<file path="src/rtl/pic_cycle_ctrl_if.sv">
`default_nettype none
// ============================================================================
//  Module   : pic_cycle_ctrl_if
//  Purpose  : Decoder-field inputs and phase-aligned strobes of the PIC
//             Q1-Q4 instruction-cycle sequencer.
//  Revision : 1.0  initial release
// ============================================================================
interface pic_cycle_ctrl_if;
    logic       run;
    logic [2:0] op_class;
    logic       dest_f;
    logic       sel_status;
    logic       aff_c;
    logic       aff_z;
    logic       skip_cond;

    logic [1:0] phase;
    logic       flushing;
    logic       rf_oe;
    logic       status_oe;
    logic       alu_oe;
    logic       carry_wr;
    logic       zero_wr;
    logic       rf_we;
    logic       status_we;
    logic       w_we;
    logic       ir_load;
    logic       pc_inc;
    logic       pc_load;

    modport master (
        output run, op_class, dest_f, sel_status, aff_c, aff_z, skip_cond,
        input  phase, flushing, rf_oe, status_oe, alu_oe, carry_wr, zero_wr,
               rf_we, status_we, w_we, ir_load, pc_inc, pc_load
    );

    modport slave (
        input  run, op_class, dest_f, sel_status, aff_c, aff_z, skip_cond,
        output phase, flushing, rf_oe, status_oe, alu_oe, carry_wr, zero_wr,
               rf_we, status_we, w_we, ir_load, pc_inc, pc_load
    );
endinterface
`default_nettype wire

</file>
<file path="src/rtl/pic_cycle_ctrl.sv">
`default_nettype none
// ============================================================================
//  Module   : pic_cycle_ctrl
//  Purpose  : Four-phase Q1-Q4 sequencer producing datapath strobes, with a
//             one-cycle squash after a taken skip or a jump.
//  Revision : 1.0  initial release
// ============================================================================
module pic_cycle_ctrl (
    input  wire logic         clock,
    input  wire logic         reset,
    pic_cycle_ctrl_if.slave   bus
);
    typedef enum logic [1:0] {
        Q1 = 2'd0,
        Q2 = 2'd1,
        Q3 = 2'd2,
        Q4 = 2'd3
    } phase_t;

    localparam logic [2:0] C_OP_ALU_RF  = 3'd1;
    localparam logic [2:0] C_OP_ALU_LIT = 3'd2;
    localparam logic [2:0] C_OP_SKIP    = 3'd3;
    localparam logic [2:0] C_OP_JUMP    = 3'd4;

    phase_t r_phase, w_phase_nxt;
    logic   r_flush, w_flush_nxt;
    logic   r_skip,  w_skip_nxt;

    logic w_is_rf, w_is_lit, w_is_skip, w_is_jump, w_live;
    logic w_rf_oe, w_status_oe, w_alu_oe, w_carry_wr, w_zero_wr;
    logic w_rf_we, w_status_we, w_w_we, w_ir_load, w_pc_inc, w_pc_load;

    assign w_is_rf   = (bus.op_class == C_OP_ALU_RF);
    assign w_is_lit  = (bus.op_class == C_OP_ALU_LIT);
    assign w_is_skip = (bus.op_class == C_OP_SKIP);
    assign w_is_jump = (bus.op_class == C_OP_JUMP);
    // Strobes are gated by reset as well so they drop the instant it asserts.
    assign w_live    = bus.run & reset;

    always_ff @(posedge clock or negedge reset) begin
        if (!reset) begin
            r_phase <= Q1;
            r_flush <= 1'b1;
            r_skip  <= 1'b0;
        end else begin
            r_phase <= w_phase_nxt;
            r_flush <= w_flush_nxt;
            r_skip  <= w_skip_nxt;
        end
    end

    always_comb begin
        w_phase_nxt = r_phase;
        w_flush_nxt = r_flush;
        w_skip_nxt  = r_skip;
        w_rf_oe     = 1'b0;
        w_status_oe = 1'b0;
        w_alu_oe    = 1'b0;
        w_carry_wr  = 1'b0;
        w_zero_wr   = 1'b0;
        w_rf_we     = 1'b0;
        w_status_we = 1'b0;
        w_w_we      = 1'b0;
        w_ir_load   = 1'b0;
        w_pc_inc    = 1'b0;
        w_pc_load   = 1'b0;

        if (bus.run) begin
            w_phase_nxt = phase_t'(r_phase + 2'd1);
            if (r_phase == Q3 && !r_flush && w_is_skip && bus.skip_cond) begin
                w_skip_nxt = 1'b1;
            end
            // A squashed cycle always ends the flush and can never start another.
            if (r_phase == Q4) begin
                w_flush_nxt = !r_flush && (r_skip || w_is_jump);
                w_skip_nxt  = 1'b0;
            end
        end

        if (w_live) begin
            case (r_phase)
                Q2: begin
                    if (!r_flush && (w_is_rf || w_is_skip)) begin
                        w_status_oe = bus.sel_status;
                        w_rf_oe     = !bus.sel_status;
                    end
                end
                Q3: begin
                    if (!r_flush && (w_is_rf || w_is_lit)) begin
                        w_carry_wr = bus.aff_c;
                        w_zero_wr  = bus.aff_z;
                    end
                end
                Q4: begin
                    w_ir_load = 1'b1;
                    if (r_flush) begin
                        w_pc_inc = 1'b1;
                    end else begin
                        w_pc_load   = w_is_jump;
                        w_pc_inc    = !w_is_jump;
                        w_alu_oe    = w_is_rf || w_is_lit;
                        w_rf_we     = w_is_rf && bus.dest_f && !bus.sel_status;
                        w_status_we = w_is_rf && bus.dest_f && bus.sel_status;
                        w_w_we      = w_is_lit || (w_is_rf && !bus.dest_f);
                    end
                end
                default: ;
            endcase
        end
    end

    assign bus.phase     = r_phase;
    assign bus.flushing  = r_flush;
    assign bus.rf_oe     = w_rf_oe;
    assign bus.status_oe = w_status_oe;
    assign bus.alu_oe    = w_alu_oe;
    assign bus.carry_wr  = w_carry_wr;
    assign bus.zero_wr   = w_zero_wr;
    assign bus.rf_we     = w_rf_we;
    assign bus.status_we = w_status_we;
    assign bus.w_we      = w_w_we;
    assign bus.ir_load   = w_ir_load;
    assign bus.pc_inc    = w_pc_inc;
    assign bus.pc_load   = w_pc_load;
endmodule
`default_nettype wire

</file>
<file path="src/flat_wrapper.sv">
// flat-port wrapper written by rule: the top's interface ports become plain ports
module pic_cycle_ctrl_flat 
  (clock, reset, bus_run, bus_op_class, bus_dest_f, bus_sel_status, bus_aff_c, bus_aff_z, bus_skip_cond, bus_phase, bus_flushing, bus_rf_oe, bus_status_oe, bus_alu_oe, bus_carry_wr, bus_zero_wr, bus_rf_we, bus_status_we, bus_w_we, bus_ir_load, bus_pc_inc, bus_pc_load);
  pic_cycle_ctrl_if bus_i ();
  input  wire logic clock;
  input  wire logic reset;
  input wire logic [$bits(bus_i.run)-1:0] bus_run;
  input wire logic [$bits(bus_i.op_class)-1:0] bus_op_class;
  input wire logic [$bits(bus_i.dest_f)-1:0] bus_dest_f;
  input wire logic [$bits(bus_i.sel_status)-1:0] bus_sel_status;
  input wire logic [$bits(bus_i.aff_c)-1:0] bus_aff_c;
  input wire logic [$bits(bus_i.aff_z)-1:0] bus_aff_z;
  input wire logic [$bits(bus_i.skip_cond)-1:0] bus_skip_cond;
  output wire logic [$bits(bus_i.phase)-1:0] bus_phase;
  output wire logic [$bits(bus_i.flushing)-1:0] bus_flushing;
  output wire logic [$bits(bus_i.rf_oe)-1:0] bus_rf_oe;
  output wire logic [$bits(bus_i.status_oe)-1:0] bus_status_oe;
  output wire logic [$bits(bus_i.alu_oe)-1:0] bus_alu_oe;
  output wire logic [$bits(bus_i.carry_wr)-1:0] bus_carry_wr;
  output wire logic [$bits(bus_i.zero_wr)-1:0] bus_zero_wr;
  output wire logic [$bits(bus_i.rf_we)-1:0] bus_rf_we;
  output wire logic [$bits(bus_i.status_we)-1:0] bus_status_we;
  output wire logic [$bits(bus_i.w_we)-1:0] bus_w_we;
  output wire logic [$bits(bus_i.ir_load)-1:0] bus_ir_load;
  output wire logic [$bits(bus_i.pc_inc)-1:0] bus_pc_inc;
  output wire logic [$bits(bus_i.pc_load)-1:0] bus_pc_load;
  assign bus_i.run = bus_run;
  assign bus_i.op_class = bus_op_class;
  assign bus_i.dest_f = bus_dest_f;
  assign bus_i.sel_status = bus_sel_status;
  assign bus_i.aff_c = bus_aff_c;
  assign bus_i.aff_z = bus_aff_z;
  assign bus_i.skip_cond = bus_skip_cond;
  assign bus_phase = bus_i.phase;
  assign bus_flushing = bus_i.flushing;
  assign bus_rf_oe = bus_i.rf_oe;
  assign bus_status_oe = bus_i.status_oe;
  assign bus_alu_oe = bus_i.alu_oe;
  assign bus_carry_wr = bus_i.carry_wr;
  assign bus_zero_wr = bus_i.zero_wr;
  assign bus_rf_we = bus_i.rf_we;
  assign bus_status_we = bus_i.status_we;
  assign bus_w_we = bus_i.w_we;
  assign bus_ir_load = bus_i.ir_load;
  assign bus_pc_inc = bus_i.pc_inc;
  assign bus_pc_load = bus_i.pc_load;
  pic_cycle_ctrl u_core (.clock(clock), .reset(reset), .bus(bus_i));
endmodule
</file>
<file path="config.mk">
export PLATFORM = sky130hd
export DESIGN_NAME = pic_cycle_ctrl_flat
export DESIGN_NICKNAME = d
export VERILOG_FILES = /design/src/rtl/pic_cycle_ctrl_if.sv /design/src/rtl/pic_cycle_ctrl.sv /design/src/flat_wrapper.sv
export SDC_FILE = /design/constraint.sdc
export NUM_CORES = 1
export LEC_CHECK = 0
export ABC_AREA = 1
export BUFFER_PORTS_ARGS = -buffer_cell sky130_fd_sc_hd__buf_4
export CAP_MARGIN = 5
export CORE_AREA = 2 2 39 41
export DETAILED_ROUTE_END_ITERATION = 8
export DIE_AREA = 0 0 41 43
export SLEW_MARGIN = 20
export SYNTH_ARGS = -nofsm -noshare
export SYNTH_HDL_FRONTEND = slang
export SYNTH_SLANG_ARGS = --single-unit
</file>
<file path="constraint.sdc">
create_clock -name clock -period 1.05 [get_ports clock]
set_input_delay 0.0525 -clock clock [delete_from_list [all_inputs] [get_ports clock]]
set_output_delay 0.0525 -clock clock [all_outputs]
set_load 0.1 [all_outputs]
</file>
Word-level counts from Yosys, hierarchy flattened
Cells that the tools add are included.
W data, S select, Z words.
- flip-flop bits (word level): 4
- output and inout bits: 14
- word-level logic and storage cells: 67
- add/subtract/negate cells: 1
- equality and inequality tests: 7
- muxes and demuxes: 34
- bitwise operators: 1
- reduce and logical (&&, ||, !) cells: 21
- operators by type and width (operator ; count):
    $mux W1 ; 34
    $logic_and A1 B1 Y1 ; 10
    $eq A3 B2 Y1 const B ; 2
    $eq A2 B2 Y1 const B ; 2
    $logic_not A1 Y1 ; 4
    $logic_or A1 B1 Y1 ; 4
    $reduce_and A2 Y1 ; 2
    $eq A3 B1 Y1 const B ; 1
    $eq A3 B3 Y1 const B ; 1
    $add A2 B1 Y2 const B ; 1
    $eq A2 B1 Y1 const B ; 1
    $reduce_bool A2 Y1 ; 1
    $and A1 B1 Y1 ; 1

Longest topological paths before layout
Gate-level depths: netlist of the first run.
- word-level depth: 6
- gate-level depth with buffers: 6

Worst setup path before layout of the first run
Ideal clock, no wire load.
- kind: register to output
- start: register u_core.r_phase[0] (netlist: u_core.bus.phase[0])
- end: output port bus_rf_we
- data arrival time: 3.540 ns
- required time: 0.998 ns
- setup slack: -2.543 ns
- cell stages (with the launch flop): 4
- path buffers: 0
- cell sequence: dfrtp_1 > ha_1 > nand4_4 > nor3_1
- cells in the longest elaborated chain, start to end: 3
- ends and longest elaborated chain (element ; RTL line ; RTL):
    start: declaration ; pic_cycle_ctrl.sv:25 ; phase_t r_phase, w_phase_nxt;
    start signal: assignment ; pic_cycle_ctrl.sv:46 ; r_phase <= w_phase_nxt;
    $eq A2 B2 Y1 ; pic_cycle_ctrl.sv:81 ; case (r_phase)
    $mux W1 ; pic_cycle_ctrl.sv:81 ;
    $mux W1 ; pic_cycle_ctrl.sv:80 ; if (w_live) begin
    end: declaration ; flat_wrapper.sv:21 ; output wire logic [$bits(bus_i.rf_we)-1:0] bus_rf_we;
Every way passes these cells.

Worst setup path in the final report of the first run
- start: register u_core.r_flush (netlist: u_core.bus.flushing)
- end: output port bus_alu_oe
- cells in the longest elaborated chain, start to end: 3
- ends and longest elaborated chain (element ; RTL line ; RTL):
    start: declaration ; pic_cycle_ctrl.sv:26 ; logic r_flush, w_flush_nxt;
    start signal: assignment ; pic_cycle_ctrl.sv:47 ; r_flush <= w_flush_nxt;
    $mux W1 ; pic_cycle_ctrl.sv:96 ; if (r_flush) begin
    $mux W1 ; pic_cycle_ctrl.sv:81 ;
    $mux W1 ; pic_cycle_ctrl.sv:80 ;
    end: declaration ; flat_wrapper.sv:18 ; output wire logic [$bits(bus_i.alu_oe)-1:0] bus_alu_oe;
Every way passes these cells.

==> results of run 1 <==
-- path summary, 6_finish.rpt --
path	depth (start not counted)	end	slack [ns]
min in group asynchronous	3	u_core.r_skip	0.30
max in group asynchronous	3	u_core.bus.flushing	0.56
max reg2reg	7	u_core.r_skip	-0.18
min reg2reg	2	u_core.r_skip	0.53
min	2	u_core.bus.phase[1]	0.09
max	6	bus_alu_oe	-0.48
-- cells by family (layout without fill, tap and decap cells) --
kind of cell               after synthesis  after routing
buffers and inverters                   16             55
and+or+nand+nor                         36             36
xor gates and xnor gates                 1              1
DFF                                      4              4
AOI/OAI and AO/OA                        3              3
adders and majority gates                3              3
-- cells in the mapped netlist, drive strengths merged --
cell | n | area (um^2)
nand3 | 6 | 30.0
nand4 | 2 | 27.5
o21ai | 1 | 5.00
nand2 | 16 | 62.6
nor3 | 2 | 10.0
buf | 1 | 7.51
dfstp | 1 | 26.3
nor2 | 10 | 40.0
dfrtp | 3 | 75.1
ha | 3 | 37.5
inv | 15 | 56.3
a21oi | 2 | 13.8
xor2 | 1 | 8.76
-- power by group through the flow --
stage / sequential (mW) / clock (mW) / combinational, mW
after detailed placement: 0.334 / 0 / 1.21
after CTS: 0.340 / 0.215 / 1.59
after global routing: 0.356 / 0.228 / 1.82
after global placement: 0.326 / 0 / 1.20
after floorplan: 0.727 / 0 / 0.499
final: 0.340 / 0.205 / 1.73
-- worst max-delay path, stage by stage, from the launching register on --
cell and delay [ns]:
dfstp_4 0.63, inv_4 0.04, nand4_4 0.15, inv_2 0.07, nand2_4 0.09, clkinvlp_4 0.10
buf_12 0.17
-- repair_timing --
item | in CTS | in global routing
setup endpoints to repair | 16 | 17
hold buffers | 1 | 0
pin swaps | 6 | 10
setup buffers | 2 | 2
resized for setup | 48 | 12
hold endpoints to repair | 4 | 0
-- per-layer routing --
layer | track usage | wire length, um | vias to the layer above
met2 | 0.356 | 902 | 23
met4 | 0.113 | 46 | 0
met5 | 0 | 0 | -
met3 | 0.0314 | 66 | 6
met1 | 0.239 | 573 | 257
li1 | - | - | 269
-- layout make-up --
cell class                      instances  area share
Timing Repair Buffer                   36       0.426
Inverter                               15      0.0611
Sequential cell                         4       0.104
Multi-Input combinational cell         43       0.366
Tap cell                               16      0.0184
Clock buffer                            4      0.0242
-- metrics by stage --
step | TNS (ns) | instances
finish | -4.85 | 118
CTS | -4.80 | 116
global route | -5.82 | 118
floorplan | -7.09 | 63
detailed placement | -2.63 | 109
global placement | -2.46 | 109
-- flip-flops by register name, indices dropped and copies added (netlist names) --
name and cells:
u_core.r_skip 1, u_core.bus.phase 2, u_core.bus.flushing 1
-- cells in the final DEF, fill, tap and decap left out, drive strengths merged --
cell and count:
dfstp 1, xor2 1, nand2 16, nor3 2, buf 35, inv 13, dfrtp 3, ha 3
nor2 10, clkinvlp 2, nand4 2, o21ai 1, clkbuf 4, nand3 6, dlygate4sd3 1, a21oi 2
==> reports/summary.txt, run 1 <==
top achievable clock speed: 651 MHz
clk_skew: 0.00707 ns
GRT Overall Usage: 0.212
FF/Latch Area: 113 um^2
measured slew at the worst slew-check pin: 0.269 ns
fin crit share: 1.46
Static Leak: 0.500 nW
number of CTS-inserted buffers: 3
RSZ-0062 raised after global routing: yes
combinational power share: 0.760
Critical Path Start: u_core.bus.flushing
H-tree depth: 1
WHS: 0.0919 ns
critical path arrival: 1.48 ns
via count: 555
routability cong.: 0.693
worst skew pair latency: 0.24 ns
fin worst setup slack: -0.485 ns
kind of end point of the critical path: output port
ant diodes: 0
Hold Path Class: in -> reg
switching share of power: 0.506
chip height: 43 um
largest family of logic cells by synthesized area: simple AND/OR/NAND/NOR gates
post-synthesis mux area share: 0
Seq/Total Area, Yosys: 0.253
dpl ws: -0.311 ns
Synth Area in Adders: 0.0938
Rows: 14
Antenna Nets Post-Route: 0
count of different cell masters after synthesis: 18
fillers: 83
vias in the first global route: 594
Final Setup Violations: 16
Layout Nets: 117
synth warn: 0
post-synthesis compound-gate area fraction: 0.0469
DR vias/cell: 4.70
Final min period: 1.53 ns
CTS tree: built
layout cells sized above 1: 0.706
total chip power: 2.27 mW
# IOs: 25
Remaining Overflow, GRT: 0
largest net degree at the start of global routing: 8
final core occ: 0.785
XOR/XNOR share of the synthesized area: 0.0219
total of max-cap violations: 0
Die W: 41 um
DRC Markers: 0
status: complete, but fails checks
CTS Sinks: 4
part of the power in registers: 0.150
Final Hold Viols: 0
Worst Path Class, Setup: reg -> out
DIE AREA: 0.00176 mm^2
DR iter-0 viols: 7
Cells after Synth: 63
P_int: 1.12 mW
area of placed instances: 771 um^2
WL final: 1.59 mm
Slew HR: 0.820
post-route cell area: 0.00109 mm^2
Critical Path Start Type: register
WL/cell: 13.5 um
Max VDD drop: 0.00186 V
violated checks: setup timing
Psw: 1.15 mW
synthesis-stage register bit count: 4
first-pass GRT wire length: 2.51 mm
Slew Limit Fails: 0
Power Density: 2090 mW/mm^2
crit-path max FO: 4
Max clock buf depth: 2
R2R Path Start: u_core.bus.phase[1]
core area: 0.00138 mm^2
Clock Pin Slew Worst Setup and Hold Paths: 0.04 ns
Multi-input gate area: 398 um^2
part of the power in the clock network: 0.090
Post-Syn Area per Cell: 6.36 um^2
Initial Util: 0.289
root buffer selected by CTS: clkbuf_4
Hold Path Origin: bus_run
DPL Wire Length: 1.01 mm
Area Growth Syn to Fin: 171%
Cell Area, Synth: 400 um^2
DR pass1 iterations: 4
CP Data Required Time: 1.00 ns
Post-Syn Nets: 77
simple logic cell fraction of the synthesized area: 0.425
input/output buffers: 24
number of antenna violations at the first check in global routing: 0
(Power assumes the default switching activity.)
==> inputs of run 2 (changes only) <==
ABC_AREA = 0   (was 1)
==> reports/summary.txt, run 2 <==
critical path arrival: 1.67 ns
Slew HR: 0.652
Static Leak: 0.449 nW
Die W: 41 um
core area: 0.00138 mm^2
Max VDD drop: 0.00178 V
Post-Syn Area per Cell: 9.28 um^2
Final Setup Violations: 15
part of the power in the clock network: 0.108
P_int: 1.01 mW
worst skew pair latency: 0.24 ns
count of different cell masters after synthesis: 27
ant diodes: 0
switching share of power: 0.494
# IOs: 25
slowest stage cell, crit path: dfrtp_4
Cell Area, Synth: 380 um^2
crit-path max FO: 5
Worst R2R Path Depth: 6
DR vias/cell: 4.91
dominant cell type by area after synthesis: dfrtp_1
WL final: 1.43 mm
status: complete, but fails checks
Fin Setup TNS: -7.21 ns
fin worst setup slack: -0.668 ns
Antenna Nets Post-Route: 0
Psw: 982 uW
DRC Markers: 0
Critical Path Max Stage Delay: 0.40 ns
most common cell after layout, fill and taps aside: buf_4
Hold Path Class: in -> reg
root buffer selected by CTS: clkbuf_4
post-synthesis mux area share: 0.0263
synthesis-stage register bit count: 4
Cells after Synth: 41
Area Growth Syn to Fin: 176%
Yosys top cell area share: 0.197
Initial Util: 0.275
Max clock buf depth: 2
Largest register FFs: 2
WL/cell: 14.0 um
number of antenna violations at the first check in global routing: 0
synth cell count leaders: 3 x dfrtp_1, 3 x ha_1, 3 x inv_1, 3 x nor3_1
violated checks: setup timing
CP Data Required Time: 1.00 ns
FFs w/ async S/R, synth: 1.00
largest net degree at the start of global routing: 8
crit path buf inv count: 3
Post-synth EDFFs: 0
first-pass GRT wire length: 2.32 mm
Final Hold Viols: 0
most frequent cells in the layout: 24 x buf_4, 9 x buf_12, 7 x buf_6
part of the power in registers: 0.148
Synth Area in Adders: 0.0987
Worst Hold Depth: 2
Post-Syn Nets: 55
measured slew at the worst slew-check pin: 0.518 ns
combinational power share: 0.744
Main synth FF type: dfrtp_1
XOR/XNOR share of the synthesized area: 0.0461
WHS: 0.0644 ns
CTS Sinks: 4
hold endpoint: u_core.r_skip
Hold Path Origin: bus_skip_cond
routability cong.: 0.731
DR pass1 iterations: 3
simple logic cell fraction of the synthesized area: 0.388
H-tree depth: 1
number of CTS-inserted buffers: 3
clk_skew: 0.0121 ns
Final min period: 1.72 ns
CTS tree: built
largest family of logic cells by synthesized area: simple AND/OR/NAND/NOR gates
kind of end point of the critical path: output port
Clock Pin Slew Worst Setup and Hold Paths: 0.05 ns
Reg2Reg Setup Slack: -0.39 ns
Critical Path Start Type: register
input/output buffers: 24
post-synthesis compound-gate area fraction: 0.132
synth top area cells: dfrtp_1 20%, ha_1 9.9%, dfstp_2 6.9%
Seq/Total Area, Yosys: 0.266
worst path cell trace: buf_4 -> ha_4 -> nand4b_1 -> buf_6 -> a211oi_4 -> buf_12
DPL Wire Length: 1.00 mm
via count: 501
Slew Limit Fails: 0
RSZ-0062 raised after global routing: yes
DIE AREA: 0.00176 mm^2
R2R Path Start: u_core.bus.phase[0]
Worst Path Class, Setup: reg -> out
GRT Overall Usage: 0.198
CP delay by family, top: buffers and inverters
DR iter-0 viols: 1
chip height: 43 um
total of max-cap violations: 0
fin crit share: 1.64
vias in the first global route: 551
layout cells sized above 1: 0.733
Layout Nets: 101
Remaining Overflow, GRT: 0
synth warn: 0
Rows: 14
Power Density: 1890 mW/mm^2
Reg-to-Reg End: u_core.bus.flushing
top achievable clock speed: 582 MHz
run 2: changes by cell type after synthesis, sizes merged, moves of 2 or more:
cell	delta
nor4	+2
and3	+2
or3b	+2
nor2	-8
nand2	-15
nand4	-2
nand3	-6
nand4b	+2
inv	-12
nor4b	+2
a211oi	+2
run 2: through the flow:
stage / instances / setup slack [ns] / utilization / instance area, um^2 / total power [mW]
after floorplan: 41 / -1.24 / - / 522 / 1.06
after global placement: 93 / -0.454 / 0.589 / 815 / 1.42
after detailed placement: 93 / -0.484 / 0.589 / 815 / 1.42
after CTS: 101 / -0.685 / 0.743 / 1030 / 1.90
after global routing: 102 / -0.777 / 0.759 / 1050 / 2.09
final: 102 / -0.668 / 0.759 / 1050 / 1.99
run 2: cell families after synthesis:
family                   count (synthesis)
flip-flops                               4
multiplexers                             1
buffers and inverters                    4
adder cells (fa/ha/maj)                  3
AO/OA/AOI/OAI                            6
XOR/XNOR                                 2
AND/OR/NAND/NOR                         21
run 2: timing repair:
| item | CTS | global route |
|---|---|---|
| endpoints found under the setup margin | 15 | 15 |
| hold endpoints to repair | 4 | 0 |
| pin swaps | 7 | 2 |
| setup buffers | 3 | 1 |
| gates resized for setup | 39 | 4 |
| gates cloned | 0 | 0 |
| hold buffers | 1 | 0 |
run 2: metal layers:
layer	GRT usage	wire length (um)	up-vias
met3	0.0314	63	0
met2	0.338	878	14
li1	-	-	246
met5	0	0	-
met4	0.120	0	0
met1	0.210	485	241
run 2: how the worst max path moves through the flow:
stage | from | to | slack [ns] | cells past startpoint
final | u_core.bus.phase[0] | bus_w_we | -0.67 | 6
after global routing | u_core.bus.phase[0] | bus_carry_wr | -0.78 | 5
after CTS | u_core.bus.phase[0] | bus_carry_wr | -0.69 | 5
after detailed placement | u_core.bus.phase[0] | bus_carry_wr | -0.48 | 5
after global placement | u_core.bus.phase[0] | bus_carry_wr | -0.45 | 5
after floorplan | u_core.bus.phase[0] | bus_w_we | -1.24 | 3
run 2: layout make-up:
| type | instances | area [um^2] |
|---|---|---|
| Sequential cell | 4 | 113 |
| Multi-Input combinational cell | 33 | 414 |
| Clock buffer | 4 | 26.3 |
| Tap cell | 16 | 20.0 |
| Timing Repair Buffer | 42 | 464 |
| Inverter | 3 | 13.8 |
| Fill cell | 104 | 333 |
run 2: power groups by stage:
stage               combinational (mW)  sequential [mW]  clock [mW]
finish                            1.48            0.295       0.215
global route                      1.54            0.301       0.247
CTS                               1.39            0.288       0.226
detailed placement                1.13            0.297           0
global placement                  1.12            0.296           0
floorplan                        0.414            0.647           0
